`config.mk`:
```
export PLATFORM = sky130hd
export DESIGN_NAME = multi_link_flat
export DESIGN_NICKNAME = d
export VERILOG_FILES = /design/src/rtl/multi_link_if.sv /design/src/rtl/multi_link.sv /design/src/flat_wrapper.sv
export SDC_FILE = /design/constraint.sdc
export NUM_CORES = 1
export LEC_CHECK = 0
export CAP_MARGIN = 20
export CORE_UTILIZATION = 55
export DETAILED_ROUTE_END_ITERATION = 12
export PLACE_DENSITY_LB_ADDON = 0.1
export SLEW_MARGIN = 40
export SYNTH_ARGS = -nofsm -noshare
export SYNTH_HDL_FRONTEND = slang
export SYNTH_SLANG_ARGS = --single-unit
```
`constraint.sdc`:
```
create_clock -name clk -period 2.4 [get_ports clk]
set_clock_uncertainty 0.05 [all_clocks]
set_input_delay 0.24 -clock clk [delete_from_list [all_inputs] [get_ports clk]]
set_output_delay 0.24 -clock clk [all_outputs]
set_load 0.05 [all_outputs]
```
`src/rtl/multi_link_if.sv`:
```
// Signal bundle between a board's control unit and its multiplayer status link.
// master = control unit / opponent-line side, slave = the link block itself.
interface multi_link_if;
  logic player_ready;
  logic player_dead;
  logic rx;
  logic tx;
  logic opponent_ready;
  logic opponent_dead;
  logic link_up;
  logic frame_err;

  modport master (
    output player_ready, player_dead, rx,
    input  tx, opponent_ready, opponent_dead, link_up, frame_err
  );

  modport slave (
    input  player_ready, player_dead, rx,
    output tx, opponent_ready, opponent_dead, link_up, frame_err
  );
endinterface

```
`src/rtl/multi_link.sv`:
```
// Two-board status link: periodic UART 8N1 beacon of local ready/dead on tx,
// reception and validation of the opponent's beacon on rx, with link timeout.
module multi_link #(
  parameter int CLKS_PER_BIT   = 564,
  parameter int FRAME_GAP_BITS = 20,
  parameter int TIMEOUT_FRAMES = 4
) (
  input  logic          clk,
  input  logic          rst_n,
  multi_link_if.slave   bus
);

  localparam int CW        = (CLKS_PER_BIT > 1) ? $clog2(CLKS_PER_BIT) : 1;
  localparam int BW        = $clog2((FRAME_GAP_BITS > 8) ? FRAME_GAP_BITS : 8);
  localparam int TMO_LIMIT = TIMEOUT_FRAMES * (10 + FRAME_GAP_BITS) * CLKS_PER_BIT;
  localparam int TW        = $clog2(TMO_LIMIT + 1);

  localparam logic [CW-1:0] BIT_LAST  = CW'(CLKS_PER_BIT - 1);
  localparam logic [CW-1:0] HALF_LAST = CW'(CLKS_PER_BIT / 2 - 1);
  localparam logic [BW-1:0] GAP_LAST  = BW'(FRAME_GAP_BITS - 1);
  localparam logic [BW-1:0] DATA_LAST = BW'(7);
  localparam logic [TW-1:0] TMO_END   = TW'(TMO_LIMIT);
  localparam logic [TW-1:0] TMO_PRE   = TW'(TMO_LIMIT - 1);

  typedef enum logic [1:0] {TX_GAP, TX_START, TX_DATA, TX_STOP} tx_state_e;
  typedef enum logic [2:0] {RX_IDLE, RX_START, RX_DATA, RX_STOP, RX_WAIT_HIGH} rx_state_e;

  // ---------------- transmitter ----------------
  tx_state_e       tx_state, tx_state_n;
  logic [CW-1:0]   tx_cnt, tx_cnt_n;
  logic [BW-1:0]   tx_bit, tx_bit_n;
  logic [7:0]      tx_shift, tx_shift_n;
  logic            tx_n;
  logic            tx_bit_done;
  logic [7:0]      frame_byte;

  assign tx_bit_done = (tx_cnt == BIT_LAST);
  assign frame_byte  = {4'b1010, 1'b0, bus.player_dead, bus.player_ready,
                        bus.player_dead ^ bus.player_ready};

  // NOTE: non-blocking assignments for all state so every flop sees pre-edge values.
  always_ff @(posedge clk or negedge rst_n) begin
    if (!rst_n) begin
      tx_state <= TX_GAP;
      tx_cnt   <= '0;
      tx_bit   <= '0;
      tx_shift <= '0;
      bus.tx   <= 1'b1;
    end else begin
      tx_state <= tx_state_n;
      tx_cnt   <= tx_cnt_n;
      tx_bit   <= tx_bit_n;
      tx_shift <= tx_shift_n;
      bus.tx   <= tx_n;
    end
  end

  // NOTE: every output of a combinational block gets a default first, so no latch.
  always_comb begin
    tx_state_n = tx_state;
    tx_bit_n   = tx_bit;
    tx_shift_n = tx_shift;
    tx_cnt_n   = tx_bit_done ? '0 : tx_cnt + CW'(1);
    case (tx_state)
      TX_GAP: if (tx_bit_done) begin
        if (tx_bit == GAP_LAST) begin
          tx_state_n = TX_START;
          tx_bit_n   = '0;
          tx_shift_n = frame_byte;
        end else begin
          tx_bit_n = tx_bit + BW'(1);
        end
      end
      TX_START: if (tx_bit_done) begin
        tx_state_n = TX_DATA;
        tx_bit_n   = '0;
      end
      TX_DATA: if (tx_bit_done) begin
        if (tx_bit == DATA_LAST) begin
          tx_state_n = TX_STOP;
          tx_bit_n   = '0;
        end else begin
          tx_bit_n   = tx_bit + BW'(1);
          tx_shift_n = {1'b0, tx_shift[7:1]};
        end
      end
      TX_STOP: if (tx_bit_done) begin
        tx_state_n = TX_GAP;
        tx_bit_n   = '0;
      end
      default: tx_state_n = TX_GAP;
    endcase
    // Line level follows the next state so tx flips on the same edge as the FSM.
    tx_n = 1'b1;
    case (tx_state_n)
      TX_START: tx_n = 1'b0;
      TX_DATA:  tx_n = tx_shift_n[0];
      default:  tx_n = 1'b1;
    endcase
  end

  // ---------------- receiver ----------------
  logic            rx_meta, rx_sync;
  rx_state_e       rx_state, rx_state_n;
  logic [CW-1:0]   rx_cnt, rx_cnt_n;
  logic [2:0]      rx_bit, rx_bit_n;
  logic [7:0]      rx_data, rx_data_n;
  logic            accept, reject, frame_ok;
  logic [TW-1:0]   tmo_cnt;

  assign frame_ok = (rx_data[7:4] == 4'b1010) && !rx_data[3] && !(^rx_data);

  // Synchroniser resets to the idle-high line level so reset never fakes a start bit.
  always_ff @(posedge clk or negedge rst_n) begin
    if (!rst_n) begin
      rx_meta  <= 1'b1;
      rx_sync  <= 1'b1;
      rx_state <= RX_IDLE;
      rx_cnt   <= '0;
      rx_bit   <= '0;
      rx_data  <= '0;
    end else begin
      rx_meta  <= bus.rx;
      rx_sync  <= rx_meta;
      rx_state <= rx_state_n;
      rx_cnt   <= rx_cnt_n;
      rx_bit   <= rx_bit_n;
      rx_data  <= rx_data_n;
    end
  end

  always_comb begin
    rx_state_n = rx_state;
    rx_cnt_n   = rx_cnt + CW'(1);
    rx_bit_n   = rx_bit;
    rx_data_n  = rx_data;
    accept     = 1'b0;
    reject     = 1'b0;
    case (rx_state)
      RX_IDLE: begin
        rx_cnt_n = '0;
        if (!rx_sync) rx_state_n = RX_START;
      end
      RX_START: if (rx_cnt == HALF_LAST) begin
        rx_cnt_n   = '0;
        rx_bit_n   = '0;
        rx_state_n = rx_sync ? RX_IDLE : RX_DATA;
      end
      RX_DATA: if (rx_cnt == BIT_LAST) begin
        rx_cnt_n  = '0;
        rx_data_n = {rx_sync, rx_data[7:1]};
        if (rx_bit == 3'd7) rx_state_n = RX_STOP;
        else                rx_bit_n   = rx_bit + 3'd1;
      end
      RX_STOP: if (rx_cnt == BIT_LAST) begin
        rx_cnt_n = '0;
        if (rx_sync) begin
          accept     = frame_ok;
          reject     = !frame_ok;
          rx_state_n = RX_IDLE;
        end else begin
          reject     = 1'b1;
          rx_state_n = RX_WAIT_HIGH;
        end
      end
      RX_WAIT_HIGH: begin
        // Re-arm only after a full bit-time of continuous idle-high line.
        if (!rx_sync)                rx_cnt_n = '0;
        else if (rx_cnt == BIT_LAST) begin
          rx_cnt_n   = '0;
          rx_state_n = RX_IDLE;
        end
      end
      default: rx_state_n = RX_IDLE;
    endcase
  end

  // Opponent status and link timeout; an accept in the timeout cycle wins.
  always_ff @(posedge clk or negedge rst_n) begin
    if (!rst_n) begin
      tmo_cnt            <= '0;
      bus.link_up        <= 1'b0;
      bus.opponent_ready <= 1'b0;
      bus.opponent_dead  <= 1'b0;
      bus.frame_err      <= 1'b0;
    end else begin
      bus.frame_err <= reject;
      if (accept) begin
        tmo_cnt            <= '0;
        bus.link_up        <= 1'b1;
        bus.opponent_ready <= rx_data[1];
        bus.opponent_dead  <= rx_data[2];
      end else if (tmo_cnt != TMO_END) begin
        tmo_cnt <= tmo_cnt + TW'(1);
        if (tmo_cnt == TMO_PRE) begin
          bus.link_up        <= 1'b0;
          bus.opponent_ready <= 1'b0;
          bus.opponent_dead  <= 1'b0;
        end
      end
    end
  end

endmodule

```
`src/flat_wrapper.sv`:
```
// flat-port wrapper written by rule: the top's interface ports become plain ports
module multi_link_flat 
#(
  parameter int CLKS_PER_BIT   = 564,
  parameter int FRAME_GAP_BITS = 20,
  parameter int TIMEOUT_FRAMES = 4
)
  (clk, rst_n, bus_player_ready, bus_player_dead, bus_rx, bus_tx, bus_opponent_ready, bus_opponent_dead, bus_link_up, bus_frame_err);
  multi_link_if bus_i ();
  input  logic clk;
  input  logic rst_n;
  input wire logic [$bits(bus_i.player_ready)-1:0] bus_player_ready;
  input wire logic [$bits(bus_i.player_dead)-1:0] bus_player_dead;
  input wire logic [$bits(bus_i.rx)-1:0] bus_rx;
  output wire logic [$bits(bus_i.tx)-1:0] bus_tx;
  output wire logic [$bits(bus_i.opponent_ready)-1:0] bus_opponent_ready;
  output wire logic [$bits(bus_i.opponent_dead)-1:0] bus_opponent_dead;
  output wire logic [$bits(bus_i.link_up)-1:0] bus_link_up;
  output wire logic [$bits(bus_i.frame_err)-1:0] bus_frame_err;
  assign bus_i.player_ready = bus_player_ready;
  assign bus_i.player_dead = bus_player_dead;
  assign bus_i.rx = bus_rx;
  assign bus_tx = bus_i.tx;
  assign bus_opponent_ready = bus_i.opponent_ready;
  assign bus_opponent_dead = bus_i.opponent_dead;
  assign bus_link_up = bus_i.link_up;
  assign bus_frame_err = bus_i.frame_err;
  multi_link #(.CLKS_PER_BIT(CLKS_PER_BIT), .FRAME_GAP_BITS(FRAME_GAP_BITS), .TIMEOUT_FRAMES(TIMEOUT_FRAMES)) u_core (.clk(clk), .rst_n(rst_n), .bus(bus_i));
endmodule
```
After elaboration in Yosys (flattened, before gate mapping)
Cells that the tools add are included.
Widths: inputs -> output; s select.
Storage, ports and cells
  bits in registers: 73
Cells by class
  add/sub/neg operators: 5
  equal/unequal tests: 31
  mux-type cells: 51
  bitwise gates (word level): 1
  reductions and logical operators: 20
Operator list (number)
  $mux 10: 4
  $pmux 10 s4: 1
  $mux 17: 2
  $mux 3: 11
  $mux 8: 4
  $mux 5: 5
  $add 10x1->10 const B: 2
  $eq 10x10->1 const B: 2
  $ne 2x1->1 const B: 10
  $add 17x1->17 const B: 1
  $eq 17x17->1 const B: 1
  $ne 17x17->1 const B: 1
  $pmux 8 s2: 1
  $pmux 3 s5: 1
  $pmux 5 s3: 1
  $mux 2: 7
  $mux 1: 11
  $eq 10x9->1 const B: 1
  $pmux 2 s4: 1
  $reduce_bool 2->1: 4
  $reduce_xor 8->1: 1
  $reduce_and 7->1: 1
  $eq 2x2->1 const B: 3
  $eq 3x2->1 const B: 2
  21 further kinds: 30

Logic depth before layout (Yosys ltp)
Gate-level depths: netlist of the first run.
  word-level depth: 8
  gate-level depth with buffers: 8
  mapped depth without buffers: 7

Worst setup path after synthesis of the first run
OpenSTA, ideal clock, no wires.
  path kind: register to register
  start point: register u_core.tx_cnt[7]
  end point: register u_core.bus.tx
  arrival: 2.215 ns
  data required time: 2.260 ns
  setup slack: 0.045 ns
  stages on the path, launching flop included: 7
  path buffers: 1
  clock period less this slack: 2.355 ns
  cells stage by stage: dfrtp_1 > or4b_4 > or4_4 > buf_6 > or4_4 > a41oi_2 > a221oi_2
Between the ends
  cells in the longest elaborated chain, start to end: 5
  elaborated cells between the ends (all ways): 12
  classes of those cells: 3 x eq/ne; 9 x mux
RTL lines
  from (decl): line multi_link.sv:30  | logic [CW-1:0] tx_cnt, tx_cnt_n;
  from (signal assigned): line multi_link.sv:51  | tx_cnt <= tx_cnt_n;
  $eq 10x10->1 *: line multi_link.sv:37  | assign tx_bit_done = (tx_cnt == BIT_LAST);
  $mux 2, on equally long branches
  $pmux 2 s4: line multi_link.sv:64  | case (tx_state)
  $eq 2x2->1 / $eq 2x1->1 (equally long branches): line multi_link.sv:95  | case (tx_state_n)
  $pmux 1 s2 *: line multi_link.sv:95
  via u_core.tx_n: line multi_link.sv:33  | logic tx_n;
  to (signal assigned): line multi_link.sv:54  | bus.tx <= tx_n;
  to (decl): line multi_link_if.sv:20  | output tx, opponent_ready, opponent_dead, link_up, frame_err
The timed path passes the listed nets; every way through them passes the cells marked *. The select of a mux whose other input is x is not followed.
A chain may end at the register's enable or synchronous reset.

Final worst setup path of the first run
Same ends and word-level chain as after synthesis.

==> results of run 1 <==
==> path summary, 6_finish.rpt <==
check	startpoint	to	slack (ns)	depth (start not counted)
worst min register to register	u_core.rx_meta	u_core.rx_sync	0.31	0
worst max register to register	u_core.tx_cnt[7]	u_core.bus.tx	0.07	5
max in group asynchronous	rst_n	u_core.rx_meta	1.33	3
min in group asynchronous	rst_n	u_core.tmo_cnt[4]	0.35	2
worst min-delay path	bus_rx	u_core.rx_meta	0.24	1
worst max-delay path	u_core.tx_cnt[7]	u_core.bus.tx	0.07	5
==> critical path: stages, from the launching register on <==
cell and delay (ns):
dfrtp_1 0.41, or4b_4 0.55, or4_4 0.48, or4_4 0.52, a41oi_2 0.20, a221oi_2 0.05
==> logic make-up after synthesis <==
kind of cell,synth area share (%)
flops,50.6
buf+inv,2.77
compound gates,7.82
simple gates,23.9
xor+xnor,8.72
mux,2.70
fa+ha+maj,3.46
==> stage by stage <==
step / utilization [%] / instance area, um^2 / setup WS (ns)
after CTS: 64.9 / 4120 / 0.0781
after floorplan: - / 3610 / 0.0447
after detailed placement: 61.4 / 3900 / 0.0770
after global placement: 61.4 / 3900 / 0.114
final: 65.0 / 4130 / 0.0733
after global routing: 65.0 / 4130 / 0.00670
==> repair_timing <==
action | CTS | global route
hold buffers | 1 | 0
setup buffers | 0 | 0
endpoints found under the hold margin | 19 | 0
gates resized for setup | 0 | 1
endpoints found under the setup margin | 0 | 1
==> layout make-up <==
type	instances	area [um^2]
tap	77	96.3
timing repair buffer	26	240
multi-input combinational	255	1700
clock inverter	3	65.1
fill	505	2220
sequential	73	1830
inverter	13	48.8
clock buffer	12	145
==> power by group through the flow <==
stage                     combinational [mW]  clock, mW  sequential, mW
final                                 0.0394       1.04            1.23
after global routing                  0.0462       1.11            1.23
after CTS                             0.0421       1.07            1.23
after detailed placement              0.0408          0            1.26
after global placement                0.0400          0            1.26
after floorplan                      0.00215          0            1.26
==> routing by layer <==
layer | part of all wire, % | routed length (um) | global-route usage [%]
met1 | 52 | 3210 | 27.6
met2 | 44 | 2760 | 30.8
met3 | 2.1 | 128 | 3.58
met4 | 2.2 | 137 | 9.40
met5 | 0 | 0 | 0
==> layout by cell type, fill, tap and decap left out, drive strengths merged, types with 3 or more instances in the layout <==
cell type / synthesis / routed
dfstp: 3 / 3
a21oi: 5 / 5
xnor2: 17 / 17
xor2: 19 / 19
o21ai: 12 / 12
mux2: 6 / 6
nor2: 44 / 44
o31ai: 6 / 6
nand2b: 3 / 3
nand4: 5 / 5
nor4: 5 / 5
buf: 3 / 17
nand3: 26 / 26
nand2: 30 / 30
dfrtp: 70 / 70
a21o: 3 / 3
and3: 8 / 8
ha: 10 / 10
or4b: 5 / 5
nand3b: 3 / 3
inv: 13 / 13
nor3b: 4 / 4
mux2i: 3 / 3
or4: 4 / 4
nor3: 7 / 7
a22o: 6 / 6
and2: 3 / 3
clkbuf: 8 / 12
clkdlybuf4s50: 0 / 8
==> flip-flops by register name, indices dropped and copies added, names as in the netlist <==
name and cells:
u_core.bus.tx 1, u_core.rx_cnt 10, u_core.bus.opponent_dead 1, u_core.bus.frame_err 1
u_core.bus.opponent_ready 1, u_core.tx_shift 8, u_core.rx_bit 3, u_core.tx_state 2
u_core.rx_meta 1, u_core.rx_state 3, u_core.tmo_cnt 17, u_core.tx_bit 5
u_core.bus.link_up 1, u_core.rx_data 8, u_core.rx_sync 1, u_core.tx_cnt 10
==> results.py, run 1 <==
metrics = {
    "status": {
        "status": "completed",
    },
    "floorplan": {
        "coreArea_um2": 6350,
        "io_pins": 10,
        "die_x_um": 83.1,
        "initial_core_util_pct": 56.9,
        "die_y_um": 83.1,
        "num_rows": 29,
        "dieArea_um2": 6900,
    },
    "drt": {
        "viasPerCell": 5.62,
        "drc": 0,
        "drt-pass1-iter-count": 4,
        "drt_wl_total_um": 6240,
        "wl_per_cell_um": 13.6,
        "drtAntennaViolNets": 0,
        "via_count": 2578,
        "drt_iter0_markers": 113,
    },
    "setup_path": {
        "cp-end-kind": "flop",
        "startpoint_type": "flop",
        "crit_path_max_fanout": 6,
        "crit_type": "flop to flop",
        "arrival_ns": 2.54,
        "crit_required_ns": 2.62,
    },
    "grt": {
        "grt_overflow": 0,
        "antenna_found_initial": 0,
        "grt_max_degree": 29,
        "track_usage_pct": 20.0,
        "grt_pass1_wl_um": 11200,
        "grt_pass1_vias": 2523,
    },
    "clock_tree": {
        "insertion_delay_ns": 0.34,
        "cts_made_buffers": 9,
        "cts_tree": "built",
        "clk_pin_slew_ns": 0.08,
        "cts_root_buf": "clkbuf_8",
        "clockBufferDepth": 2,
        "clock_sinks": 73,
        "htreeDepth": 3,
    },
    "synthesis": {
        "synth_nets": 367,
        "yosys.area.top_type": "dfrtp_1",
        "ys_seq_area_share_pct": 50.6,
        "synth.top_cell.area_share_pct": 48.5,
        "synth-edff-count": 0,
        "netlist_area_um2": 3610,
        "yosys-top-cells-area": "dfrtp_1 (48%), xor2_1 (4.6%), nor2_1 (4.6%)",
        "avgSynthCellArea_um2": 10.3,
        "synth_ff_type": "dfrtp_1",
        "postSynthCellCount": 352,
        "yosys_warnings": 0,
        "synth_cell_types": 50,
        "synth_common_cells": "dfrtp_1 (70), nor2_1 (44), nand2_1 (30)",
        "ys_ff_latch": 73,
        "async_reset_ff_share_pct": 100,
        "yosysMostFrequentCell": "dfrtp_1",
    },
    "sta": {
        "fmax_ghz": 0.430,
        "tightestPinTransition_ns": 0.506,
        "finalCritPeriodShare_pct": 96.9,
        "slew_headroom_pct": 66.2,
        "period_needed_ns": 2.33,
        "timing.hold.ws_ns": 0.243,
        "setup_viol": 0,
        "setup-tns-final_ns": 0,
        "hold_viol": 0,
        "rsz0062_at_grt": "no",
        "maxSlewViolCount": 0,
    },
    "hold_path": {
        "min_path_type": "input pin to flop",
    },
    "pwr": {
        "p_sw_share_pct": 20.0,
        "p_clk_share_pct": 45.0,
        "power_frac_comb_pct": 1.7,
        "seqPwrFrac_pct": 53.3,
        "finalPower_mw": 2.32,
        "p_int_mw": 1.85,
        "power_density_nw_per_um2": 561,
        "ir_drop_mv": 0.361,
        "leakagePower_nw": 1.84,
        "power_switching_uw": 464,
    },
    "place": {
        "place_hpwl_um": 4390,
        "dp_cells": 443,
        "io_buffer_count": 9,
        "gp_congestion": 0.812,
    },
    "final_layout": {
        "nets": 393,
        "area_growth_syn_to_layout_pct": 14.3,
        "diodes": 0,
        "final_cells": 459,
        "final_layout_size_suffix_gt1_share_pct": 14.4,
    },
    "job": {
        "max_cap_violations": 0,
    },
}
Note: power is estimated with default switching activity, not from simulation.
==> inputs of run 2 (changes only) <==
SKIP_LAST_GASP = 1   (was not set)
==> results of run 2 <==
No change in the layout: final DEF, timing and power equal those of run 1.
==> inputs of run 3 (changes only) <==
SKIP_LAST_GASP = not set   (was 1)
==> results of run 3 <==
No change in the layout: final DEF, timing and power equal those of run 1.
